## config.mk

```make
export PLATFORM = sky130hd
export DESIGN_NAME = mem_init_sequencer
export DESIGN_NICKNAME = d
export VERILOG_FILES = /design/src/rtl/mem_init_sequencer.sv
export SDC_FILE = /design/constraint.sdc
export NUM_CORES = 1
export LEC_CHECK = 0
export BUFFER_PORTS_ARGS = -buffer_cell sky130_fd_sc_hd__buf_2
export CELL_PAD_IN_SITES_DETAIL_PLACEMENT = 1
export CELL_PAD_IN_SITES_GLOBAL_PLACEMENT = 1
export CORE_MARGIN = 5
export CORE_UTILIZATION = 43
export DETAILED_ROUTE_END_ITERATION = 16
export PLACE_DENSITY_LB_ADDON = 0.1
export SYNTH_ARGS = -nofsm -noshare
export SYNTH_HDL_FRONTEND = slang
export SYNTH_SLANG_ARGS = --single-unit
```

## constraint.sdc

```tcl
create_clock -name clk -period 2.9 [get_ports clk]
set_input_delay 0.435 -clock clk [delete_from_list [all_inputs] [get_ports clk]]
set_output_delay 0.435 -clock clk [all_outputs]
set_load 0.05 [all_outputs]
```

## src/rtl/mem_init_sequencer.sv

```systemverilog
// mem_init_sequencer: startup sequencer for the AXI memory slave.
// Synchronises init_calib_complete, waits for it to stay high for a settle
// window, sweeps the backing memory with zero writes, then raises mem_ready.
// Raises sticky flags when calibration never arrives or is later lost.
module mem_init_sequencer #(
    parameter int unsigned SYNC_STAGES    = 2,
    parameter int unsigned SETTLE_CYCLES  = 16,
    parameter int unsigned ADDR_WIDTH     = 10,
    parameter int unsigned CLEAR_DEPTH    = 1024,
    parameter int unsigned DATA_WIDTH     = 32,
    parameter int unsigned TIMEOUT_CYCLES = 4096
) (
    input  logic                  clk,
    input  logic                  reset,
    input  logic                  init_calib_complete,
    output logic                  clr_wr_en,
    output logic [ADDR_WIDTH-1:0] clr_addr,
    output logic [DATA_WIDTH-1:0] clr_wr_data,
    input  logic                  clr_wr_ready,
    output logic                  mem_ready,
    output logic                  calib_timeout,
    output logic                  calib_lost,
    output logic [1:0]            state
);

    localparam logic [1:0] S_IDLE   = 2'd0;
    localparam logic [1:0] S_SETTLE = 2'd1;
    localparam logic [1:0] S_CLEAR  = 2'd2;
    localparam logic [1:0] S_READY  = 2'd3;

    localparam int unsigned STW = $clog2(SETTLE_CYCLES + 1);
    localparam int unsigned TOW = $clog2(TIMEOUT_CYCLES + 1);

    localparam logic [STW-1:0]        SETTLE_MAX = STW'(SETTLE_CYCLES);
    localparam logic [STW-1:0]        SETTLE_ONE = STW'(1);
    localparam logic [TOW-1:0]        TO_MAX     = TOW'(TIMEOUT_CYCLES - 1);
    localparam logic [TOW-1:0]        TO_ONE     = TOW'(1);
    localparam logic [ADDR_WIDTH-1:0] ADDR_LAST  = ADDR_WIDTH'(CLEAR_DEPTH - 1);
    localparam logic [ADDR_WIDTH-1:0] ADDR_ONE   = ADDR_WIDTH'(1);

    logic [SYNC_STAGES-1:0] r_sync;
    logic                   w_cal_s;
    logic [1:0]             r_state;
    logic [STW-1:0]         r_settle;
    logic [TOW-1:0]         r_to_cnt;
    logic                   r_timeout;
    logic [ADDR_WIDTH-1:0]  r_addr;
    logic                   r_en;
    logic                   r_mem_ready;
    logic                   r_lost;

    assign w_cal_s = r_sync[SYNC_STAGES-1];

    // Shift the asynchronous calibration flag through the synchroniser chain
    always_ff @(posedge clk or posedge reset) begin
        if (reset) begin
            r_sync <= '0;
        end else begin
            r_sync <= {r_sync[SYNC_STAGES-2:0], init_calib_complete};
        end
    end

    // Count time spent in IDLE; restart on every IDLE entry, flag saturation stickily
    always_ff @(posedge clk or posedge reset) begin
        if (reset) begin
            r_to_cnt  <= '0;
            r_timeout <= 1'b0;
        end else if (r_state == S_IDLE) begin
            if (r_to_cnt == TO_MAX) begin
                r_timeout <= 1'b1;
            end else begin
                r_to_cnt <= r_to_cnt + TO_ONE;
            end
        end else begin
            r_to_cnt <= '0;
        end
    end

    // Sequencer: settle window, clearing sweep, ready hand-off and loss detection
    always_ff @(posedge clk or posedge reset) begin
        if (reset) begin
            r_state     <= S_IDLE;
            r_settle    <= '0;
            r_addr      <= '0;
            r_en        <= 1'b0;
            r_mem_ready <= 1'b0;
            r_lost      <= 1'b0;
        end else begin
            case (r_state)
                S_IDLE: begin
                    r_en        <= 1'b0;
                    r_mem_ready <= 1'b0;
                    if (w_cal_s) begin
                        r_state  <= S_SETTLE;
                        r_settle <= SETTLE_ONE;
                    end
                end
                S_SETTLE: begin
                    if (!w_cal_s) begin
                        r_state  <= S_IDLE;
                        r_settle <= '0;
                    end else if (r_settle == SETTLE_MAX) begin
                        r_state  <= S_CLEAR;
                        r_settle <= '0;
                        r_addr   <= '0;
                        r_en     <= 1'b1;
                    end else begin
                        r_settle <= r_settle + SETTLE_ONE;
                    end
                end
                S_CLEAR: begin
                    // Loss is tested before the handshake so a dropped cycle's write is discarded
                    if (!w_cal_s) begin
                        r_state <= S_IDLE;
                        r_en    <= 1'b0;
                        r_addr  <= '0;
                        r_lost  <= 1'b1;
                    end else if (r_en && clr_wr_ready) begin
                        if (r_addr == ADDR_LAST) begin
                            r_state <= S_READY;
                            r_en    <= 1'b0;
                        end else begin
                            r_addr <= r_addr + ADDR_ONE;
                        end
                    end
                end
                S_READY: begin
                    r_en <= 1'b0;
                    if (!w_cal_s) begin
                        r_state     <= S_IDLE;
                        r_mem_ready <= 1'b0;
                        r_lost      <= 1'b1;
                    end else begin
                        r_mem_ready <= 1'b1;
                    end
                end
                default: begin
                    r_state <= S_IDLE;
                    r_en    <= 1'b0;
                end
            endcase
        end
    end

    assign clr_wr_en     = r_en;
    assign clr_addr      = r_addr;
    assign clr_wr_data   = '0;
    assign mem_ready     = r_mem_ready;
    assign calib_timeout = r_timeout;
    assign calib_lost    = r_lost;
    assign state         = r_state;

endmodule

```

== Word-level counts from Yosys, hierarchy flattened ==
Index checks and enable logic that the tools add are counted.

* Output and inout bits: 48
* Logic and storage cells: 69
* Bits of input ports: 4
* Bits in registers: 36

* Bitwise gates (word level): 1
* Equal/unequal tests: 15
* Muxes and demuxes: 28
* Reductions and logical operators: 13
* Add/sub/neg operators: 3

{| class="wikitable"
|+ Operators with widths
! operator !! count
|-
| $mux 10 || 5
|-
| $mux 13 || 2
|-
| $pmux 10 s2 || 1
|-
| $mux 5 || 3
|-
| $mux 2 || 7
|-
| $add 13x1->13 const B || 1
|-
| $eq 13x12->1 const B || 1
|-
| $ne 3x3->1 const B || 4
|-
| $add 10x1->10 const B || 1
|-
| $eq 10x10->1 const B || 1
|-
| $ne 2x2->1 const B || 5
|-
| $pmux 5 s2 || 1
|-
| $reduce_and 5->1 || 2
|-
| $pmux 2 s4 || 1
|-
| $mux 1 || 6
|-
| $reduce_and 2->1 || 3
|-
| $reduce_bool 2->1 || 3
|-
| $add 5x1->5 const B || 1
|-
| $eq 5x5->1 const B || 1
|-
| $eq 2x2->1 const B || 2
|-
| $reduce_and 4->1 || 1
|-
| $reduce_or 2->1 || 2
|-
| $pmux 1 s3 || 1
|-
| $eq 2x1->1 const B || 1
|-
| other kinds (4) || 4
|}

== Longest topological paths before layout ==
Gate-level depths: netlist of the first run.

* Depth after elaboration: 5
* Depth in mapped cells: 8
* Gate-level depth less buffers: 6

== Worst setup path before layout of the first run ==
OpenSTA, ideal clock, no wires.

* Path type: register to register
* Start point: register r_addr[0] (netlist: clr_addr[0])
* End point: register r_addr[9] (netlist: clr_addr[9])
* Stages on the path, launching flop included: 8
* Setup slack: 710 ps
* Data required time: 2810 ps
* Buffers on the path: 2
* Arrival time: 2100 ps
* Setup time: 90 ps
* Period minus slack after synthesis: 2190 ps
* Cells stage by stage: dfrtp_1 -> ha_1 -> nand3_2 -> or3_1 -> buf_2 -> o211a_1 -> buf_6 -> o221ai_1

* Longest elaborated chain between the ends: 5
* Elaborated cells between the ends (all ways): 8
* Classes of those cells: 1 x add/sub; 2 x eq/ne; 4 x mux; 1 x reduce/logical

{| class="wikitable"
|+ RTL lines
! what !! RTL line !! RTL
|-
| start, declared || 47 || <nowiki>logic [ADDR_WIDTH-1:0] r_addr;</nowiki>
|-
| start signal, assigned || 123 || <nowiki>r_addr <= r_addr + ADDR_ONE;</nowiki>
|-
| $add 10x1->10 || 123 ||
|-
| $mux 10 || 119 || <nowiki>if (r_addr == ADDR_LAST) begin</nowiki>
|-
| $mux 10 || 118 || <nowiki>end else if (r_en && clr_wr_ready) begin</nowiki>
|-
| $mux 10 || 113 || <nowiki>if (!w_cal_s) begin</nowiki>
|-
| $pmux 10 s2 || 89 || <nowiki>case (r_state)</nowiki>
|}

Parallel ways exist; a longest one is shown, timed or not. The select of a mux whose other input is x is not followed.
A chain may end at the register's enable or synchronous reset.

== Worst setup path after layout of the first run ==
* Start point: register r_state[0] (netlist: state[0])
* End point: register r_addr[9] (netlist: clr_addr[9])

* Longest elaborated chain between the ends: 3
* Elaborated cells between the ends (all ways): 9
* Classes of those cells: 6 x eq/ne; 1 x mux; 2 x reduce/logical

{| class="wikitable"
|+ RTL lines
! what !! RTL line !! RTL
|-
| start, declared || 43 || <nowiki>logic [1:0] r_state;</nowiki>
|-
| start signal, assigned || 82 || <nowiki>r_state <= S_IDLE;</nowiki>
|-
| start signal, assigned || 94 || <nowiki>r_state <= S_SETTLE;</nowiki>
|-
| start signal, assigned || 100 || <nowiki>r_state <= S_IDLE;</nowiki>
|-
| $eq 2x2->1 / $eq 2x1->1 (equally long branches) || 89 ||
|-
| $ne 3x3->1 (no source line), or another cell as far along || n/a ||
|-
| $reduce_and 5->1 (no source line) || n/a ||
|}

Parallel ways exist; a longest one is shown, timed or not.

==> reports/results.tsv, run 1 <==
metric	value	unit
result_of_the_run	finished clean	
placement.io_buffers	19	
ff2ff_setup_slack	660	ps
number_of_distinct_library_cell_variants_in_the_gate_level_netlist_after_synthesis	52	
clock_tree_from_tritoncts	done	
cap_violations	0	
fp.dieArea	6798	um2
grt_pass1_wl	8.383	mm
final_core_util	46.84	%
synth_enable_flop_cells	0	
route.detailed.vias_per_inst	5.305	
synth.cell_area	2257	um2
clock-skew-final	5.465	ps
netSwitchingPower	757.2	uW
cts.sink_count	36	
critPathLaunch	state[0]	
via_count	1809	
crit-reg2reg-launch	state[0]	
boundaryPins	52	
root_buffer	sky130_fd_sc_hd__clkbuf_8	
die_height	82.45	um
timing.final.setup_violations	0	
postCtsHoldBufs	1	
avgRoutedWirePerCell	14.84	um
cts-buffers-inserted	5	
core	5107	um2
gp_congestion	0.7500	
p_sw_share	44.69	%
initial_utilization	44.19	%
max-vdd-ir-drop	0.2965	mV
dp_hpwl	3.682	mm
ys_seq_area_share	39.91	%
synth_top_flop_cell	sky130_fd_sc_hd__dfrtp_1	
avgSynthCellArea	9.029	um2
wirelength	5.060	mm
worst_slew_pin_slew	675.7	ps
internal_power	937.3	uW
rsz0062_at_grt	no	
floorplan.rows	26	
leakage_power	1.087	nW
maxClockFrequency	446.9	MHz
comb_power_share	39.7	%
syn2layout_area_growth	5.986	%
grt_pass1_vias	1763	
synth-async-reset-ratio	100.0	%
required	3100	ps
finalHoldViolations	0	
first_pass_iters	4	
final_antenna_net_count	0	
clock_insertion_delay_worst_skew	290	ps
crit_path_end_kind	flop	
share_seq_of_total_power	38.5	%
worst_r2r_path_depth	6	
fp.dieW	82.45	um
yosys_warnings	0	
final_max_slew_viol_count	0	
h_tree_level_count	2	
power_per_cell_area	708.3	nW/um2
worst_hold_path.num_cells	1	
drt_drc_violations_left	0	
hold_wc_startpoint	init_calib_complete	
antennaDiodeCount	0	
setup_total_negative_slack	0	ps
gr-usage-all-layers	16.20	%
final.period_utilization	77.17	%
synth-seq-cells	36	
max_clock_buf_depth	2	
criticalPathCategory	reg -> reg	
clock_power_share	21.9	%
worst-path-max-fanout	9	
max_slew_margin	54.87	%
grt_start_max_net_pins	36	
nets	282	
synthesized_instance_count	250	
most-common-layout-cells	sky130_fd_sc_hd__dfrtp_1 (36), sky130_fd_sc_hd__conb_1 (32), sky130_fd_sc_hd__nand2_1 (23)	
finalCriticalPeriod	2238	ps
post_cts_resize_count	0	
clkSlewWorstSetupHoldPaths	70	ps
cts_setup_buffers	0	
worst-endpoint-arrival	2440	ps
antenna_found_initial	0	
drtIter0Drc	68	
min_path_type	in -> reg	
grt_overflow_total	0	
post_route_cells_drive_above_1_share	12.92	%
timing.critical_path.from_type	flop	
final_common_cell	sky130_fd_sc_hd__dfrtp_1	
worst paths after layout:
path / end
min in group asynchronous: clr_addr[7]
max in group asynchronous: r_to_cnt[9]
hold reg to reg: r_sync[1]
setup / recovery: clr_addr[9]
setup reg to reg: clr_addr[9]
hold / removal: r_sync[0]
power by group through the flow:
stage / clock (mW) / combinational [mW] / sequential [mW]
after floorplan: 0 / 0.540 / 0.700
after global placement: 0 / 0.674 / 0.655
after detailed placement: 0 / 0.681 / 0.660
after CTS: 0.386 / 0.685 / 0.651
after global routing: 0.407 / 0.752 / 0.662
final: 0.371 / 0.672 / 0.652
worst max-delay path, cell delays in order (launching register included):
cell,delay [ps]
sky130_fd_sc_hd__dfrtp_1,440
sky130_fd_sc_hd__inv_1,120
sky130_fd_sc_hd__ha_1,310
sky130_fd_sc_hd__nand2_1,220
sky130_fd_sc_hd__a211oi_2,610
sky130_fd_sc_hd__nand2_1,230
sky130_fd_sc_hd__o221ai_1,220
synthesized netlist by cell type, types with 3 or more instances:
master,n,area share (%)
sky130_fd_sc_hd__and3_1,4,1.1
sky130_fd_sc_hd__nor2_1,18,3.0
sky130_fd_sc_hd__ha_1,8,4.4
sky130_fd_sc_hd__nand4_1,7,1.9
sky130_fd_sc_hd__nand3b_1,3,1.0
sky130_fd_sc_hd__dfrtp_1,36,40
sky130_fd_sc_hd__and4_1,3,1.2
sky130_fd_sc_hd__nor3_1,5,1.1
sky130_fd_sc_hd__nand2_1,23,3.8
sky130_fd_sc_hd__buf_4,32,11
sky130_fd_sc_hd__inv_1,12,2.0
sky130_fd_sc_hd__xor2_1,4,1.6
sky130_fd_sc_hd__a31oi_1,8,2.2
sky130_fd_sc_hd__or4_1,3,1.0
sky130_fd_sc_hd__o31ai_1,5,1.7
sky130_fd_sc_hd__clkbuf_1,6,1.0
sky130_fd_sc_hd__nand3_1,8,1.8
sky130_fd_sc_hd__o21ai_0,11,2.4
sky130_fd_sc_hd__or3_1,4,1.1
sky130_fd_sc_hd__a21oi_1,12,2.7
final cells by class:
| class | count | area [um2] |
|---|---|---|
| Multi-Input combinational cell | 193 | 1149 |
| Clock buffer | 8 | 90.09 |
| Inverter | 12 | 45.04 |
| Tap cell | 70 | 87.58 |
| Fill cell | 642 | 2715 |
| Sequential cell | 36 | 900.9 |
| Timing Repair Buffer | 22 | 120.1 |
flip-flops by register name (all words and copies together) (netlist names):
register and cells:
calib_lost 1, mem_ready 1, state 2, clr_addr 10, r_sync 2, r_to_cnt 13
calib_timeout 1, r_settle 5, clr_wr_en 1
layer usage:
| metal | wire [um] | track usage (%) |
|---|---|---|
| met5 | 0 | 0 |
| met4 | 29 | 4.485 |
| met3 | 224 | 4.989 |
| met2 | 2440 | 26.44 |
| met1 | 2364 | 20.67 |
cells by family (layout without fill, tap and decap cells):
| family | after synthesis | count (layout) | synth area share, % |
|---|---|---|---|
| XOR/XNOR | 5 | 5 | 1.940 |
| AO/OA/AOI/OAI | 55 | 55 | 16.41 |
| other | 1 | 32 | 0.1661 |
| buffers and inverters | 52 | 42 | 14.36 |
| adder cells (fa/ha/maj) | 8 | 8 | 4.435 |
| multiplexers | 2 | 2 | 0.9423 |
| AND/OR/NAND/NOR | 91 | 91 | 21.84 |
| flip-flops | 36 | 36 | 39.91 |
stage by stage:
step | setup WS, ps | instances | instance area (um2) | power, mW | hold WS, ps
after CTS | 658.1 | 341 | 2392 | 1.722 | 245.3
after detailed placement | 676.4 | 332 | 2292 | 1.341 | 281.9
after global routing | 522.5 | 341 | 2392 | 1.822 | 245.9
final | 662.2 | 341 | 2392 | 1.695 | 256.1
after global placement | 663.8 | 332 | 2292 | 1.329 | 281.8
after floorplan | 710.1 | 281 | 2374 | 1.240 | 331.2
No activity file was read; power rests on OpenSTA's default activity.
==> run 2, diff against run 1 <==
--- a/config.mk
+++ b/config.mk
@@ -5,11 +5,12 @@
 export SDC_FILE = /design/constraint.sdc
 export NUM_CORES = 1
 export LEC_CHECK = 0
+export ABC_AREA = 1
 export BUFFER_PORTS_ARGS = -buffer_cell sky130_fd_sc_hd__buf_2
 export CELL_PAD_IN_SITES_DETAIL_PLACEMENT = 1
 export CELL_PAD_IN_SITES_GLOBAL_PLACEMENT = 1
 export CORE_MARGIN = 5
-export CORE_UTILIZATION = 43
+export CORE_UTILIZATION = 35
 export DETAILED_ROUTE_END_ITERATION = 16
 export PLACE_DENSITY_LB_ADDON = 0.1
 export SYNTH_ARGS = -nofsm -noshare
==> constraint.sdc (replaced) <==
create_clock -name clk -period 1.9 [get_ports clk]
set_input_delay 0.285 -clock clk [delete_from_list [all_inputs] [get_ports clk]]
set_output_delay 0.285 -clock clk [all_outputs]
set_load 0.05 [all_outputs]
==> run 2 against run 1 <==
Sequential power increased by 48%. Design area increased by 5.9%. Power increased by 61%. Synthesized cell count increased by 26%. First-iteration DRC count decreased by 46%. Non-clock buffer count increased by 2. Combinational power increased by 74%. Hold slack got worse by 160 ps. Critical path type unchanged.
==> reports/results.tsv, run 2 <==
metric	value	unit	change
initial_utilization	35.41	%	was 44.19%
max-vdd-ir-drop	0.5413	mV	was 0.2965 mV
boundaryPins	52		unchanged
finalCriticalPeriod	1655	ps	was 2238 ps
syn2layout_area_growth	7.086	%	was 5.986%
post-synth-top-count-cell	sky130_fd_sc_hd__nand2_1		was sky130_fd_sc_hd__dfrtp_1
core	6681	um2	was 5107 um2
finalHoldViolations	0		unchanged
crit_path_end_kind	flop		unchanged
worst-path-max-fanout	9		unchanged
fp.dieArea	8505	um2	was 6798 um2
number_of_distinct_library_cell_variants_in_the_gate_level_netlist_after_synthesis	29		was 52
timing.final.setup_violations	0		unchanged
drtIter0Drc	37		was 68
worst-endpoint-arrival	1890	ps	was 2440 ps
grt_busiest_layer	met2		unchanged
setup_total_negative_slack	0	ps	unchanged
avgRoutedWirePerCell	12.31	um	was 14.84 um
gp_congestion	0.7575		was 0.7500
final_max_slew_viol_count	0		unchanged
final.period_utilization	87.12	%	was 77.17%
cts_setup_buffers	0		unchanged
clock_tree_from_tritoncts	done		unchanged
timing.critical_path.from_type	flop		unchanged
most-common-layout-cells	sky130_fd_sc_hd__nand2_1 (100), sky130_fd_sc_hd__inv_1 (38), sky130_fd_sc_hd__dfrtp_1 (36)		was sky130_fd_sc_hd__dfrtp_1 (36), sky130_fd_sc_hd__conb_1 (32), sky130_fd_sc_hd__nand2_1 (23)
clkSlewWorstSetupHoldPaths	80	ps	was 70 ps
result_of_the_run	finished clean		unchanged
rsz0062_at_grt	no		unchanged
grt_pass1_vias	2005		was 1763
wirelength	5.206	mm	was 5.060 mm
nets	354		was 282
yosys_warnings	0		unchanged
synth.cell_area	2366	um2	was 2257 um2
synth_enable_flop_cells	0		unchanged
final_antenna_net_count	0		unchanged
dpl-instance-area	2444	um2	was 2292 um2
root_buffer	sky130_fd_sc_hd__clkbuf_8		unchanged
clock-skew-final	10.67	ps	was 5.465 ps
layout.cells.non_filler	423		was 341
cts.sink_count	36		unchanged
postCtsHoldBufs	0		was 1
placement.io_buffers	19		unchanged
die_height	92.22	um	was 82.45 um
postLayoutSetupSlackWorst	244.7	ps	was 662.2 ps
fin_area	2534	um2	was 2392 um2
post_cts_resize_count	0		unchanged
maxClockFrequency	604.1	MHz	was 446.9 MHz
synth_largest_type_area_fraction	38.08	%	was 39.91%
required	2140	ps	was 3100 ps
first_pass_iters	4		unchanged
synth-async-reset-ratio	100.0	%	unchanged
avgSynthCellArea	7.487	um2	was 9.029 um2
min_path_type	in -> async		was in -> reg
clock_insertion_delay_worst_skew	290	ps	about the same
antennaDiodeCount	0		unchanged
post-place-ws	237.6	ps	was 676.4 ps
finalPower	2.729	mW	was 1.695 mW
groute.layer.met2.usage	22.26	%	was 26.44%
criticalPathCategory	reg -> reg		unchanged
drt_drc_violations_left	0		unchanged
placed_cells	415		was 332
dp_hpwl	3.983	mm	was 3.682 mm
final_common_cell	sky130_fd_sc_hd__nand2_1		was sky130_fd_sc_hd__dfrtp_1
cap_violations	0		unchanged
ys_seq_area_share	38.08	%	was 39.91%
post_synth_most_frequent_cells	sky130_fd_sc_hd__nand2_1 (100), sky130_fd_sc_hd__inv_1 (38), sky130_fd_sc_hd__dfrtp_1 (36)		was sky130_fd_sc_hd__dfrtp_1 (36), sky130_fd_sc_hd__buf_4 (32), sky130_fd_sc_hd__nand2_1 (23)
largest_register_ffs	13		unchanged
registers.top_by_ff_count	r_to_cnt		unchanged
gr-usage-all-layers	13.46	%	was 16.20%
post_route_cells_drive_above_1_share	12.83	%	was 12.92%
synth_largest_area_cell	sky130_fd_sc_hd__dfrtp_1		unchanged
fp.dieW	92.22	um	was 82.45 um
final_core_util	37.92	%	was 46.84%
via_count	1930		was 1809
cts-buffers-inserted	5		unchanged
grt_pass1_wl	9.259	mm	was 8.383 mm
synth.top_cells.by_area	sky130_fd_sc_hd__dfrtp_1 (38%), sky130_fd_sc_hd__nand2_1 (16%), sky130_fd_sc_hd__buf_4 (10%)		was sky130_fd_sc_hd__dfrtp_1 (40%), sky130_fd_sc_hd__buf_4 (11%), sky130_fd_sc_hd__ha_1 (4.4%)
antenna_found_initial	0		unchanged
route.detailed.vias_per_inst	4.563		was 5.305
synth-seq-cells	36		unchanged
floorplan.rows	30		was 26
synthesized_instance_count	316		was 250
power_per_cell_area	1077	nW/um2	was 708.3 nW/um2
synth_top_flop_cell	sky130_fd_sc_hd__dfrtp_1		unchanged
max_clock_buf_depth	2		unchanged
final.hold.worst_slack	97.58	ps	was 256.1 ps
leakage_power	1.455	nW	was 1.087 nW
use_met3	3.610	%	was 4.989%
global_route.usage.met1	17.11	%	was 20.67%
grt_overflow_total	0		unchanged
grt_start_max_net_pins	37		was 36
h_tree_level_count	2		unchanged
[run 2: routing by layer]
layer | part of all wire [%] | vias up | wire [um]
li1 | - | 980 | -
met1 | 48 | 916 | 2512
met2 | 47 | 29 | 2463
met3 | 3.3 | 5 | 174
met4 | 1.1 | 0 | 55
met5 | 0 | - | 0
[run 2: kinds of logic (layout without fill, tap and decap cells)]
group / count (synthesis) / count (layout) / synth area share, %
simple gates: 175 / 175 / 33.58
xor+xnor: 5 / 5 / 1.851
compound gates: 16 / 16 / 4.442
flops: 36 / 36 / 38.07
other cells: 1 / 32 / 0.1585
buf+inv: 75 / 71 / 17.66
fa+ha+maj: 8 / 8 / 4.231
[run 2: final cells by class]
class | instances | area, um2
Clock buffer | 8 | 90.09
Fill cell | 881 | 4148
Timing Repair Buffer | 24 | 132.6
Multi-Input combinational cell | 236 | 1164
Tap cell | 80 | 100.1
Sequential cell | 36 | 900.9
Inverter | 39 | 146.4
[run 2: power breakdown]
group,switching (mW),internal [mW]
Clock,0.291,0.296
Sequential,0.0970,0.871
Combinational,0.870,0.304
Total,1.26,1.47
[run 2: path summary, 6_finish.rpt]
check / startpoint / to / slack [ps] / cells after the start
max in group asynchronous: reset / r_sync[0] / 1450 / 3
min reg2reg: r_sync[0] / r_sync[1] / 360 / 0
max reg2reg: state[0] / clr_addr[4] / 240 / 9
max: state[0] / clr_addr[4] / 240 / 9
min: reset / calib_timeout / 100 / 3
min in group clk: init_calib_complete / r_sync[0] / 110 / 1
[run 2: critical path: stages (launching register included)]
cell                      delay [ps]
sky130_fd_sc_hd__dfrtp_1         430
sky130_fd_sc_hd__inv_1            90
sky130_fd_sc_hd__ha_1            290
sky130_fd_sc_hd__nand2_4         120
sky130_fd_sc_hd__inv_2            60
sky130_fd_sc_hd__a21oi_4         140
sky130_fd_sc_hd__nand2_2          90
sky130_fd_sc_hd__nor2_4          240
sky130_fd_sc_hd__nand2_1          90
sky130_fd_sc_hd__nand2_1          60
